### src/rtl/stall_controller.sv
`default_nettype none
// ============================================================================
// stall_controller: pipeline stall/bubble sequencer that combines the
// load-use interlock with a multi-cycle mult/div hold FSM.
// Revision: 1.0
// ============================================================================
module stall_controller #(
  parameter int MAX_CYCLES = 40,
  parameter int CNT_W      = 6
) (
  input  logic       clock,
  input  logic       reset,
  input  logic [4:0] op_D,
  input  logic [4:0] rs_D,
  input  logic [4:0] rt_D,
  input  logic [4:0] op_X,
  input  logic [4:0] aluop_X,
  input  logic [4:0] rd_X,
  input  logic       flush_X,
  input  logic       multdiv_rdy,
  output logic       stall_front,
  output logic       stall_DX,
  output logic       bubble_DX,
  output logic       bubble_XM,
  output logic       ctrl_MULT,
  output logic       ctrl_DIV,
  output logic       md_busy,
  output logic       timeout_err
);

  localparam logic [4:0] OP_RTYPE  = 5'b00000;
  localparam logic [4:0] OP_SW     = 5'b00111;
  localparam logic [4:0] OP_LW     = 5'b01000;
  localparam logic [4:0] ALU_MULT  = 5'b00110;
  localparam logic [4:0] ALU_DIV   = 5'b00111;
  localparam logic [CNT_W-1:0] CNT_LAST = CNT_W'(MAX_CYCLES - 1);
  localparam logic [CNT_W-1:0] CNT_SAT  = '1;

  typedef enum logic [1:0] {
    S_IDLE  = 2'd0,
    S_START = 2'd1,
    S_WAIT  = 2'd2,
    S_DONE  = 2'd3
  } state_t;

  state_t           state;
  state_t           next_state;
  logic [CNT_W-1:0] cnt;
  logic             is_div;
  logic             md_X;
  logic             load_use;
  logic             set_timeout;
  logic             sf_raw, sdx_raw, bdx_raw, bxm_raw, mult_raw, div_raw;

  assign md_X = (op_X == OP_RTYPE) && ((aluop_X == ALU_MULT) || (aluop_X == ALU_DIV));

  // Stores read rt as data, not an address operand, so rt only interlocks for non-sw.
  assign load_use = (op_X == OP_LW) && (rd_X != 5'd0) &&
                    ((rs_D == rd_X) || ((rt_D == rd_X) && (op_D != OP_SW)));

  always_comb begin
    next_state  = state;
    set_timeout = 1'b0;
    sf_raw      = 1'b0;
    sdx_raw     = 1'b0;
    bdx_raw     = 1'b0;
    bxm_raw     = 1'b0;
    mult_raw    = 1'b0;
    div_raw     = 1'b0;
    case (state)
      S_IDLE: begin
        if (md_X && !flush_X) begin
          next_state = S_START;
          sf_raw     = 1'b1;
          sdx_raw    = 1'b1;
          bxm_raw    = 1'b1;
        end else if (load_use && !flush_X) begin
          sf_raw  = 1'b1;
          bdx_raw = 1'b1;
        end
      end
      S_START: begin
        next_state = S_WAIT;
        mult_raw   = !is_div;
        div_raw    = is_div;
        sf_raw     = 1'b1;
        sdx_raw    = 1'b1;
        bxm_raw    = 1'b1;
      end
      S_WAIT: begin
        sf_raw  = 1'b1;
        sdx_raw = 1'b1;
        bxm_raw = 1'b1;
        if (multdiv_rdy) begin
          next_state = S_DONE;
        end else if (cnt == CNT_LAST) begin
          next_state  = S_DONE;
          set_timeout = 1'b1;
        end
      end
      S_DONE: begin
        next_state = S_IDLE;
      end
      default: begin
        next_state = S_IDLE;
      end
    endcase
  end

  always_ff @(posedge clock or posedge reset) begin
    if (reset) begin
      state       <= S_IDLE;
      cnt         <= '0;
      is_div      <= 1'b0;
      timeout_err <= 1'b0;
    end else begin
      state <= next_state;
      if (state == S_IDLE && next_state == S_START) begin
        is_div <= (aluop_X == ALU_DIV);
      end
      if (state == S_START) begin
        cnt <= '0;
      end else if (state == S_WAIT && cnt != CNT_SAT) begin
        cnt <= cnt + 1'b1;
      end
      if (set_timeout) begin
        timeout_err <= 1'b1;
      end
    end
  end

  // IDLE-state outputs decode live inputs, so mask them while reset is held.
  assign stall_front = sf_raw   & ~reset;
  assign stall_DX    = sdx_raw  & ~reset;
  assign bubble_DX   = bdx_raw  & ~reset;
  assign bubble_XM   = bxm_raw  & ~reset;
  assign ctrl_MULT   = mult_raw & ~reset;
  assign ctrl_DIV    = div_raw  & ~reset;
  assign md_busy     = (state != S_IDLE);

endmodule
`default_nettype wire

### config.mk
export PLATFORM = sky130hd
export DESIGN_NAME = stall_controller
export DESIGN_NICKNAME = d
export VERILOG_FILES = /design/src/rtl/stall_controller.sv
export SDC_FILE = /design/constraint.sdc
export NUM_CORES = 1
export LEC_CHECK = 0
export BUFFER_PORTS_ARGS = -buffer_cell sky130_fd_sc_hd__buf_2
export CORE_MARGIN = 2
export CORE_UTILIZATION = 48
export CTS_CLUSTER_DIAMETER = 120
export DETAILED_ROUTE_END_ITERATION = 6
export PLACE_DENSITY = 0.83
export REMOVE_ABC_BUFFERS = 1
export SLEW_MARGIN = 20
export SYNTH_ARGS = -nofsm -noshare
export SYNTH_HDL_FRONTEND = slang
export SYNTH_SLANG_ARGS = --single-unit
### constraint.sdc
create_clock -name clock -period 6.1 [get_ports clock]
set_input_delay 0.305 -clock clock [delete_from_list [all_inputs] [get_ports clock]]
set_output_delay 0.305 -clock clock [all_outputs]
set_load 0.005 [all_outputs]
# Word level (Yosys, flattened, before mapping)
# Index checks and enable logic that the tools add are counted.
dict set report word_totals {
  latch_bits 0
  reg_bits 10
  inputBits 34
  wordCells 59
  ram_bits 0
  memories 0
  romBits 0
}
dict set report classes {
  shifts 0
  n_addsub 1
  bitwise_logic 6
  n_lt_le_gt_ge 0
  n_eq_ne 12
  muxes 18
  div_mod_pow 0
  multipliers 0
  n_reduce_logical 18
}
# operator count
set ops {}
lappend ops {{2-to-1 mux 6 bit} 2}
lappend ops {{equality test 5 x 3 -> 1 bit (second input constant)} 2}
lappend ops {{equality test 5 bit} 2}
lappend ops {{2-to-1 mux 1 bit} 10}
lappend ops {{logical AND 1 bit} 8}
lappend ops {{one-hot mux 2 bit (4 select lines)} 1}
lappend ops {{adder 6 x 1 -> 6 bit (second input constant)} 1}
lappend ops {{equality test 6 bit (second input constant)} 1}
lappend ops {{2-to-1 mux 2 bit} 3}
lappend ops {{!= test 6 bit (second input constant)} 1}
lappend ops {{bitwise AND 1 bit} 5}
lappend ops {{equality test 5 x 4 -> 1 bit (second input constant)} 1}
lappend ops {{zero test 5 bit} 1}
lappend ops {{!= test 5 x 3 -> 1 bit (second input constant)} 1}
lappend ops {{nonzero test 5 bit} 1}
lappend ops {{equality test 2 x 1 -> 1 bit (second input constant)} 2}
lappend ops {{equality test 2 bit (second input constant)} 2}
lappend ops {{one-hot mux 1 bit (2 select lines)} 2}
lappend ops {{nonzero test 2 bit} 2}
lappend ops {{zero test 1 bit} 2}
lappend ops {{zero test 2 bit} 1}
lappend ops {{logical OR 1 bit} 2}
lappend ops {{OR reduction 2 bit} 1}
lappend ops {{NOT 1 bit} 1}

# Logic depth before layout (Yosys ltp)
# Gate-level depths: netlist of run 1.
dict set report logic_depth {
  ltp_word 9
  depth_mapped 8
  mapped_depth_nobuf 7
}

# Least setup slack after synthesis of run 1
# No wires, ideal clock.
dict set report synth_path {
  path_kind {reg-to-reg}
  startpoint {register state[1]}
  endpoint {register is_div}
  path_stages_with_launch 9
  slack_ns 4.080
  setup_ns 0.128
  arrival_ns 1.893
  t_required_ns 5.972
  period_less_slack_ns 2.020
  path_cell_list {dfrtp_1 > inv_1 > ha_1 > clkbuf_8 > nor4_1 > o31a_2 > a211oi_2 > nor4_2 > mux2_1}
}
dict set report synth_between {
  elab_chain_len 5
  elab_cells_between_ends 10
  cone_classes {4 x eq/ne; 4 x mux; 2 x reduce/logical}
}
# element line_no
set synth_rtl {}
lappend synth_rtl {{start, declared} 46} ;# state_t state;
lappend synth_rtl {{start signal, assigned} 117} ;# state <= next_state;
lappend synth_rtl {{2-to-1 mux 2 bit} 96} ;# end else if (cnt == CNT_LAST) begin
lappend synth_rtl {{2-to-1 mux 2 bit} 94} ;# if (multdiv_rdy) begin
lappend synth_rtl {{one-hot mux 2 bit (4 select lines) (*)} 70} ;# case (state)
lappend synth_rtl {{named net next_state[1]} 47} ;# state_t next_state;
lappend synth_rtl {{equality test 2 x 1 -> 1 bit (*)} 118} ;# if (state == S_IDLE && next_state == S_START) begin
lappend synth_rtl {{logical AND 1 bit (*)} 118}
lappend synth_rtl {{end signal, assigned} 119} ;# is_div <= (aluop_X == ALU_DIV);
lappend synth_rtl {{end, declared} 49} ;# logic is_div;
# Mark *: on every way through the listed nets, which the timed path passes. The rest lies on a longest branch.
# A chain may end at the register's enable or synchronous reset.

# Worst setup path after layout of run 1
dict set report layout_path {
  startpoint {register state[1]}
  endpoint {output port stall_front}
}
dict set report layout_between {
  elab_chain_len 4
  elab_cells_between_ends 6
  cone_classes {2 x eq/ne; 1 x mux; 1 x bitwise; 2 x reduce/logical}
}
# element line_no
set layout_rtl {}
lappend layout_rtl {{equality test 2 x 1 -> 1 bit or equality test 2 bit (tied branches)} 70}
lappend layout_rtl {{OR reduction 2 bit (no source line)} --}
lappend layout_rtl {{one-hot mux 1 bit (2 select lines) (*)} 70}
lappend layout_rtl {{bitwise AND 1 bit (*)} 133} ;# assign stall_front = sf_raw & ~reset;
lappend layout_rtl {{end, declared} 21} ;# output logic stall_front,
# Every way passes the cells marked *; elsewhere a longest branch is shown, timed or not.

==> results.md, run 1 <==
* Routed WL at about 1800 um
* Max cap viols at 0
* Post-route cell area at between 1000 and 1500 um2
* Final worst path period share at between 30% and 40%
* Drt drc at 0
* Total power at 325 uW
* Die span in y at 45.9 um
* Final hold slack at 0.0612 ns
* Largest net degree at the start of global routing at 12
* Critical path class: register to output port
* DP Area at between 1000 and 1500 um2
* Cells after Synth at between 80 and 90
* Worst slew margin at between 60 and 70%
* CORE AREA at 1690 um2
* Placed cells at 144
* Worst Setup End Kind: output port
* DP Worst Slack at between 3 and 4 ns
* Boundary pin count at between 40 and 50
* Power Density at a little over 300 nW/um2
* CTS Buf Count at 3
* Post-DRT Antenna Nets at 0
* Die Width at roughly 46 um
* VDD IR max at about 0.24 mV
* Post-CTS Setup Bufs at 0
* Avg Cell Area, Syn at about 9.6 um2
* Slew @ Worst Pin at 0.496 ns
* RSZ-0062 raised after global routing: no
* Crit Path Max Fanout at 5
* Commonest non-fill, non-tap cell in the layout: buf_2
* R2R Path End: is_div$_DFFE_PP0P_
* Initial Util at around 50%
* Leak at roughly 0.52 nW
* Post_cts resized at 0
* Gpl congestion at around 0.8
* Wire per inst at around 12 um
* WP data arrival at roughly 1.9 ns
* Peak Freq at 455 MHz
* Final WS setup at 3.90 ns
* Post-route setup TNS at 0 ns
* Antenna Cells at 0
* DR pass1 iterations at 2
* Total congestion overflow at 0
* Yosys cell types at 34
* Hold_buf cts at 0
* Initial antenna violation count at 0
* Sequential fraction of the synthesis area at between 20% and 30%
* Post-DP HPWL at roughly 1500 um
* Site row count at 15
* CTS max path bufs at 2
* Input/output buffers at ~40
* Vias in the first global route at between 700 and 800
* CTS tree: yes
* Wire length of the first global-routing pass at ~2800 um
* R2r setup slk at 3.94 ns
* Finished Layout Cells at 147
* Clock transition at path regs at around 0.060 ns
* Via density at between 5 and 6
* Synthesis-to-layout area growth at 27.1%
* Worst reg2reg path depth at 7
* Post-synth design cell area at 841 um2
* Share of layout cells above drive strength 1 at 40.8%
* Status: finished, final reports clean
* Crit path required time at between 5 and 6 ns
* Nets at roughly 170
* Clk Latency, worst-skew pair at 0.26 ns
* Via count at approximately 800
* Layout Utilization at ~63%
* Max Slew Vio Count at 0
* Clk_skew at ~0.0027 ns
* Clock sink count at 10
* Initial DRC count at 1
* Total track usage at 18.2%
* Worst min path class: input pin to asynchronous set/reset pin
* H-tree levels at 1
* Synth warn at 0
* Fin. Hold Viols at 0
* Die area at 2100 um2
* Critical path startpoint category: register
* Synthesized flop and latch total at 10
* Worst r2r src: state[1]$_DFF_PP0_
* Final min period at 2.20 ns
* Commonest non-fill, non-tap cells in the layout: 41 x buf_2, 13 x xnor2_1, 10 x dfrtp_1
* CTS Root Cell: clkbuf_4
* Setup-failing EPs final at 0
-- metal layers --
metal / GRT usage [%] / wire (um)
met2: 36.1 / 895
met3: 2.78 / 145
met5: 0 / 0
met4: 3.43 / 13
met1: 19.8 / 757
-- power by group --
part / internal, mW / switching (mW)
clock: 0.0227 / 0.0202
combinational: 0.0834 / 0.0951
sequential: 0.0839 / 0.0196
total: 0.190 / 0.135
-- critical path: stages (launching register included) --
cell	delay, ns
dfrtp_1	0.45
inv_1	0.13
ha_1	0.18
inv_1	0.08
nor3_1	0.17
o2111ai_1	0.18
a211oi_1	0.29
buf_2	0.16
-- area by class of cell --
type                       count  area [um2]
clock buffer                   3        22.5
sequential                    10         250
timing repair buffer          41         205
inverter                       7        26.3
multi-input combinational     69         543
tap                           17        21.3
fill                         155         621
-- cell families (layout without fill, tap and decap cells) --
group / count (synthesis) / in the layout / synth area share (%)
buffers and inverters: 9 / 51 / 5.66
flip-flops: 10 / 10 / 29.8
multiplexers: 2 / 2 / 2.53
AND/OR/NAND/NOR: 34 / 34 / 24.9
AO/OA/AOI/OAI: 13 / 13 / 13.7
XOR/XNOR: 14 / 14 / 14.6
adder cells (fa/ha/maj): 6 / 6 / 8.93
-- flip-flops by register name (all words and copies together) (netlist names) --
signal	count
cnt	6
state	2
is_div	1
timeout_err	1
-- worst max path at each step --
| stage | startpoint | to | cells after the start |
|---|---|---|---|
| after detailed placement | op_X[0] | stall_front | 6 |
| final | state[1]$_DFF_PP0_ | stall_front | 7 |
| after global routing | state[1]$_DFF_PP0_ | stall_front | 7 |
| after CTS | state[1]$_DFF_PP0_ | stall_front | 7 |
| after global placement | op_X[0] | stall_front | 6 |
| after floorplan | state[1]$_DFF_PP0_ | is_div$_DFFE_PP0P_ | 7 |
-- cell usage after synthesis --
cell	instances	share of area (%)
a211oi_1	1	0.89
a211oi_2	1	1.5
a21oi_1	2	1.2
a31o_2	1	1.0
and3_1	1	0.74
buf_4	1	0.89
clkbuf_8	1	1.6
dfrtp_1	10	30
ha_1	6	8.9
inv_1	7	3.1
mux2_1	1	1.3
mux2i_1	1	1.2
nand2_1	2	0.89
nand3_1	5	3.0
nand4b_1	1	1.0
nor2_1	9	4.0
nor3_1	6	3.6
nor3b_1	1	0.89
nor3b_2	1	1.5
nor4_1	1	0.74
nor4_2	2	3.0
o2111ai_1	1	1.0
o211ai_1	1	0.89
o21ai_0	1	0.59
o21ai_1	1	0.59
o22ai_1	2	1.5
o31a_2	1	1.2
o41ai_4	1	3.3
or3_1	2	1.5
or4_1	1	0.89
or4_4	1	1.3
or4bb_4	1	1.8
xnor2_1	13	14
xor2_1	1	1.0
No activity file was read; power rests on OpenSTA's default activity.
==> run 2: changes to the inputs <==
--- a/config.mk
+++ b/config.mk
@@ -7,10 +7,10 @@
 export LEC_CHECK = 0
 export BUFFER_PORTS_ARGS = -buffer_cell sky130_fd_sc_hd__buf_2
 export CORE_MARGIN = 2
-export CORE_UTILIZATION = 48
+export CORE_UTILIZATION = 40
 export CTS_CLUSTER_DIAMETER = 120
 export DETAILED_ROUTE_END_ITERATION = 6
-export PLACE_DENSITY = 0.83
+export PLACE_DENSITY = 0.74
 export REMOVE_ABC_BUFFERS = 1
 export SLEW_MARGIN = 20
 export SYNTH_ARGS = -nofsm -noshare
==> constraint.sdc (replaced) <==
create_clock -name clock -period 2 [get_ports clock]
set_input_delay 0.1 -clock clock [delete_from_list [all_inputs] [get_ports clock]]
set_output_delay 0.1 -clock clock [all_outputs]
set_load 0.005 [all_outputs]
==> run 2 against run 1 <==
Compared with the run above:
- worst hold slack improved by 0.097 ns
- critical path depth down 1
- power increased to 3.4 times the previous value
- largest power group unchanged
- global-route usage shrank 1.1 points
- utilization is 5.4 points lower
- clock skew decreased by 0.0011 ns
- sequential share of layout area decreased by 1.5 points
- highest routed layer unchanged
- critical path type is now register to register
- routed wire length up 6.4%
==> results.md, run 2 (synthesis gave the netlist of run 1 again) <==
* Status: finished, final reports clean
* Max reg flops at 6
* Initial antenna violation count at 0
* VDD IR max at between 0.5 and 0.6 mV
* Net switching power at roughly 450 uW
* Biggest regs: cnt: 6 flops, state: 2 flops
* Slowest CP cell: dfrtp_2
* CP Buf/Inv Count at 0
* Final min period at between 1.5 and 2 ns
* Synthesis-to-layout area growth at 36.5%
* Max cap viols at 0
* Final WS setup at about 0.13 ns
* Share of layout cells above drive strength 1 at a little under half
* Antenna Cells at 0
* Logic pwr share at between 50 and 60%
* Flop pwr share at between 20% and 30%
* Peak Freq at roughly 540 MHz
* Crit-path leading delay family: simple AND/OR/NAND/NOR gates
* Via count at 827
* Int Power at 666 uW
* Largest register by flop count: cnt
* Worst min path class: input pin to register
* Clock transition at path regs at approximately 0.060 ns
* Crit Path Max Fanout at 5
* CTS Root Cell: clkbuf_4
* Final worst path period share at between 90% and 100%
* Wire per inst at about 12 um
* Final hold slack at ~0.16 ns
* Post-route cell area at between 1000 and 1500 um2
* Most used cell, CP: nor4_2
* CORE AREA at between 1500 and 2000 um2
* DP Worst Slack at roughly 0.058 ns
* RSZ-0062 raised after global routing: no
* Initial DRC count at 5
* Worst stage delay on the critical path at about 0.44 ns
* Fin. Hold Viols at 0
* Slew @ Worst Pin at about 0.54 ns
* Via density at about 5.1
* Die area at roughly 2500 um2
* Total power at approximately 1.1 mW
* Crit path required time at approximately 2.2 ns
* Sw Ratio at around two fifths
* DP Area at approximately 1100 um2
* Post-DP HPWL at between 1500 and 2000 um
* Nets at around 180
* Critical path class: register to register
* Largest net degree at the start of global routing at 12
* Clk Latency, worst-skew pair at ~0.27 ns
* Worst Setup End Kind: register
* Die span in y at between 40 and 50 um
* Initial Util at roughly 42%
* Clk_skew at approximately 0.0016 ns
* Leak at roughly 0.56 nW
* CTS tree: yes
* CTS Buf Count at 3
* Commonest non-fill, non-tap cells in the layout: 41 x buf_2, 13 x xnor2_1, 9 x nor2_1, 9 x dfrtp_1
* Vias in the first global route at 850
* Max Slew Vio Count at 0
* Boundary pin count at 42
* Gpl congestion at approximately 0.72
* Power Density at just under 1000 nW/um2
* H-tree levels at 1
* Routed WL at slightly below 2000 um
* Clock share of power at 16.3%
* Post-route setup TNS at 0 ns
* Critical path startpoint category: register
* Commonest non-fill, non-tap cell in the layout: buf_2
* Total congestion overflow at 0
* Wire length of the first global-routing pass at around 3300 um
* Site row count at 16
* CTS max path bufs at 2
* Post-CTS Setup Bufs at 0
* Total track usage at between 15 and 20%
* Drt drc at 0
* Post-DRT Antenna Nets at 0
* Setup-failing EPs final at 0
* Input/output buffers at 41
* Clock sink count at 10
* WP data arrival at 2.02 ns
* Die Width at roughly 50 um
* DR pass1 iterations at 4
* Critical-path cell list: ha_1, nor4_2, o31a_2, a211oi_2, nor4_2, mux2_1
* Worst slew margin at approximately 64%
==> run 2: changes by cell type in the layout (fill, tap and decap cells not counted), sizes merged <==
cell         change
buf              +4
clkbuf           +1
dlygate4sd3      +1
==> run 2: tightest hold or removal path, delay by kind of cell <==
kind,cells,cell delay [ns]
buffers and inverters,2,0.16
AO/OA/AOI/OAI,1,0.13
==> run 2: layout make-up <==
| cell class | instances | area, um2 |
|---|---|---|
| sequential | 10 | 251 |
| timing repair buffer | 46 | 245 |
| multi-input combinational | 69 | 554 |
| tap | 27 | 33.8 |
| fill | 166 | 835 |
| inverter | 7 | 26.3 |
| clock buffer | 4 | 36.3 |
==> run 2: final timing paths <==
kind | from | to | slack (ns) | cells past startpoint
max | state[0]$_DFF_PP0_ | is_div$_DFFE_PP0P_ | 0.13 | 6
min | multdiv_rdy | timeout_err$_DFFE_PP0P_ | 0.16 | 3
max reg2reg | state[0]$_DFF_PP0_ | is_div$_DFFE_PP0P_ | 0.13 | 6
min reg2reg | timeout_err$_DFFE_PP0P_ | timeout_err$_DFFE_PP0P_ | 0.47 | 1
max in group asynchronous | reset | state[0]$_DFF_PP0_ | 1.27 | 3
min in group asynchronous | reset | state[1]$_DFF_PP0_ | 0.42 | 3
==> run 2: through the flow <==
| stage | util (%) | instances |
|---|---|---|
| after floorplan | - | 86 |
| after global placement | 54.9 | 158 |
| after detailed placement | 54.9 | 158 |
| after CTS | 57.3 | 163 |
| after global routing | 57.9 | 163 |
| final | 57.9 | 163 |
==> run 2: repair_timing <==
item,in CTS,in global routing
resized for setup,0,4
hold buffers,1,0
endpoints found under the hold margin,10,0
setup endpoints to repair,0,2
==> run 2: metal layers <==
| metal | GRT usage [%] | share of wire [%] | wire length [um] | vias to the layer above |
|---|---|---|---|---|
| met1 | 18.3 | 38 | 735 | 379 |
| met4 | 8.33 | 0.73 | 14 | 0 |
| met5 | 0 | 0 | 0 | - |
| met2 | 31.8 | 52 | 1010 | 33 |
| met3 | 3.03 | 8.5 | 164 | 2 |
| li1 | - | - | - | 413 |
==> run 2: power by group through the flow <==
| stage | Clock [mW] | Sequential [mW] | Combinational (mW) |
|---|---|---|---|
| after floorplan | 0 | 0.307 | 0.389 |
| after global placement | 0 | 0.301 | 0.583 |
| after detailed placement | 0 | 0.305 | 0.604 |
| after CTS | 0.190 | 0.301 | 0.610 |
| after global routing | 0.192 | 0.314 | 0.707 |
| final | 0.181 | 0.304 | 0.626 |
==> run 3: changes to the inputs <==
==> constraint.sdc (replaced) <==
create_clock -name clock -period 1.6 [get_ports clock]
set_input_delay 0.16 -clock clock [delete_from_list [all_inputs] [get_ports clock]]
set_output_delay 0.16 -clock clock [all_outputs]
set_load 0.005 [all_outputs]
==> run 3 against run 2 <==
Compared with the run above:
- the run now ends with negative setup slack left
- clock skew is essentially flat
- combinational power rose by 95%
- register-to-register slack worse by 0.34 ns
- worst hold slack better by 0.069 ns
- first-iteration DRC count grew 40%
- via count is 10% higher
- flip-flop and latch count is the same
- critical path depth rose by 2
- sequential share of layout area decreased by 3.5 points
- routed wire length increased by 24%
- non-clock buffer count is 16 higher
- critical endpoint is now stall_front
- largest power group unchanged
==> results.md, run 3 (synthesis gave the netlist of run 1 again) <==
* Initial DRC count at 7
* Met1 Use GR at around a fifth
* Nets at approximately 190
* Crit path required time at between 1 and 1.5 ns
* Clock sink count at 10
* Fin. Hold Viols at 0
* CORE AREA at between 1500 and 2000 um2
* Largest net degree at the start of global routing at 11
* Boundary pin count at 42
* Finished Layout Cells at 178
* Max Slew Vio Count at 0
* Critical path startpoint category: register
* Die span in y at approximately 50 um
* Vias in the first global route at 1,010
* GR Util met2 at 44.7%
* Leak at around 0.65 nW
* Worst min path class: input pin to register
* Post-DRT Antenna Nets at 0
* Final worst path period share at 114%
* Setup-failing EPs final at 6
* Setup crit start: state[0]$_DFF_PP0_
* Die Width at between 40 and 50 um
* Initial antenna violation count at 0
* Total track usage at 21.6%
* Sw Ratio at 39.6%
* CTS max path bufs at 2
* Slew @ Worst Pin at 0.278 ns
* Worst slew margin at 81.4%
* CTS tree: yes
* Max cap viols at 0
* Commonest non-fill, non-tap cells in the layout: 40 x buf_2, 18 x buf_4, 13 x xnor2_1
* Wire per inst at approximately 13 um
* Worst Setup End Kind: output port
* Post-DP HPWL at about 1700 um
* Clk_skew at approximately 0.0012 ns
* Via count at 911
* Worst r2r src: state[0]$_DFF_PP0_
* RSZ-0062 raised after global routing: yes
* Input/output buffers at slightly above 40
* DP Worst Slack at -0.434 ns
* Critical path class: register to output port
* DP Area at 1180 um2
* WP data arrival at 1.67 ns
* Status: finished, violations left
* Clock transition at path regs at roughly 0.06 ns
* Flop pwr share at 21.4%
* Wire length of the first global-routing pass at between 4000 and 5000 um
* GRT busiest layer: met2
* FF/Latch Area at ~250 um2
* Clk Latency, worst-skew pair at about 0.26 ns
* Die area at ~2500 um2
* VDD IR max at around 0.7 mV
* Synthesis-to-layout area growth at 62.2%
* Via density at between 5 and 6
* Power Density at ~1300 nW/um2
* DR pass1 iterations at 2
* CTS Root Cell: clkbuf_4
* Crit Path Max Fanout at 4
* Filler instances at approximately 160
* Total congestion overflow at 0
* Largest register by flop count: cnt
* Share of layout cells above drive strength 1 at between 60 and 70%
* Final min period at approximately 1.8 ns
* Footprint of the multi-input gates at roughly 650 um2
* Biggest regs: cnt: 6 flops, state: 2 flops
* Logic pwr share at between 60% and 70%
* Drt drc at 0
* Antenna Cells at 0
* Initial Util at ~42%
* Post-route setup TNS at -0.923 ns
* Max reg flops at 6
* Gpl congestion at 0.730
* Clock share of power at a little under a tenth
* Placed cells at 170
* Commonest non-fill, non-tap cell in the layout: buf_2
* H-tree levels at 1
* Peak Freq at around 550 MHz
* Final WS setup at -0.225 ns
* Failing checks: negative setup slack
* Hold wc startpoint: multdiv_rdy
* CTS Buf Count at 3
* Met3 usage at under 10%
* Site row count at 16
* Int Power at around 1.1 mW
* Routed WL at approximately 2400 um
* Net switching power at 696 uW
* Post-route cell area at approximately 1400 um2
## run 3: cell count changes in the layout (fill, tap and decap cells not counted), moves of 2 or more
cell / previous run / this run
nor3_2: 1 / 4
ha_1: 6 / 2
buf_4: 4 / 18
inv_1: 6 / 4
buf_6: 0 / 3
ha_2: 0 / 3
nor3_1: 5 / 1
inv_2: 1 / 3
## run 3: through the flow
step | utilization (%) | power, mW | hold slack (ns)
after floorplan | - | 0.869 | 0.00541
after global placement | 59.5 | 1.28 | 0.209
after detailed placement | 59.5 | 1.30 | 0.219
after CTS | 66.7 | 1.65 | 0.218
after global routing | 68.8 | 1.90 | 0.222
final | 68.8 | 1.76 | 0.228
## run 3: final cells by class
type	count	share of cell area (%)
multi-input cells	69	47.7
repair buffers	62	27.8
flip-flops and latches	10	18.4
well taps	27	2.48
inverters	7	1.93
clock buffers	3	1.65
## run 3: what timing repair did
action                     4_1_cts  5_1_grt
buffers inserted                 3        1
hold buffers                     1        0
setup endpoints to repair       10       11
gates resized for setup         20        8
hold endpoints to repair        10        0
pin swaps                       11        4
## run 3: worst max-delay path, stage by stage (launching register included)
cell	delay [ns]
dfrtp_2	0.43
inv_2	0.08
buf_6	0.10
ha_4	0.13
inv_2	0.04
nor3_2	0.13
o2111ai_2	0.15
a211oi_2	0.19
buf_2	0.14
## run 3: path summary, 6_finish.rpt
kind / cells after the start / slack [ns] / end
worst max register to register: 7 / -0.21 / is_div$_DFFE_PP0P_
min in group asynchronous: 4 / 0.54 / cnt[0]$_DFFE_PP0P_
worst min register to register: 1 / 0.49 / timeout_err$_DFFE_PP0P_
worst min-delay path: 3 / 0.23 / timeout_err$_DFFE_PP0P_
max in group asynchronous: 4 / 0.90 / state[0]$_DFF_PP0_
worst max-delay path: 8 / -0.23 / stall_front
## run 3: power groups by stage
stage	Combinational (mW)	Sequential, mW	Clock (mW)
after global placement	0.910	0.365	0
after floorplan	0.486	0.383	0
final	1.22	0.376	0.162
after CTS	1.11	0.371	0.173
after detailed placement	0.935	0.369	0
after global routing	1.33	0.386	0.186
## run 3: metal layers
metal	vias to the layer above	wire, um	part of all wire (%)
met5	-	0	0
met4	0	38	1.6
met3	4	138	5.8
met2	33	1300	54
met1	430	906	38
li1	444	-	-
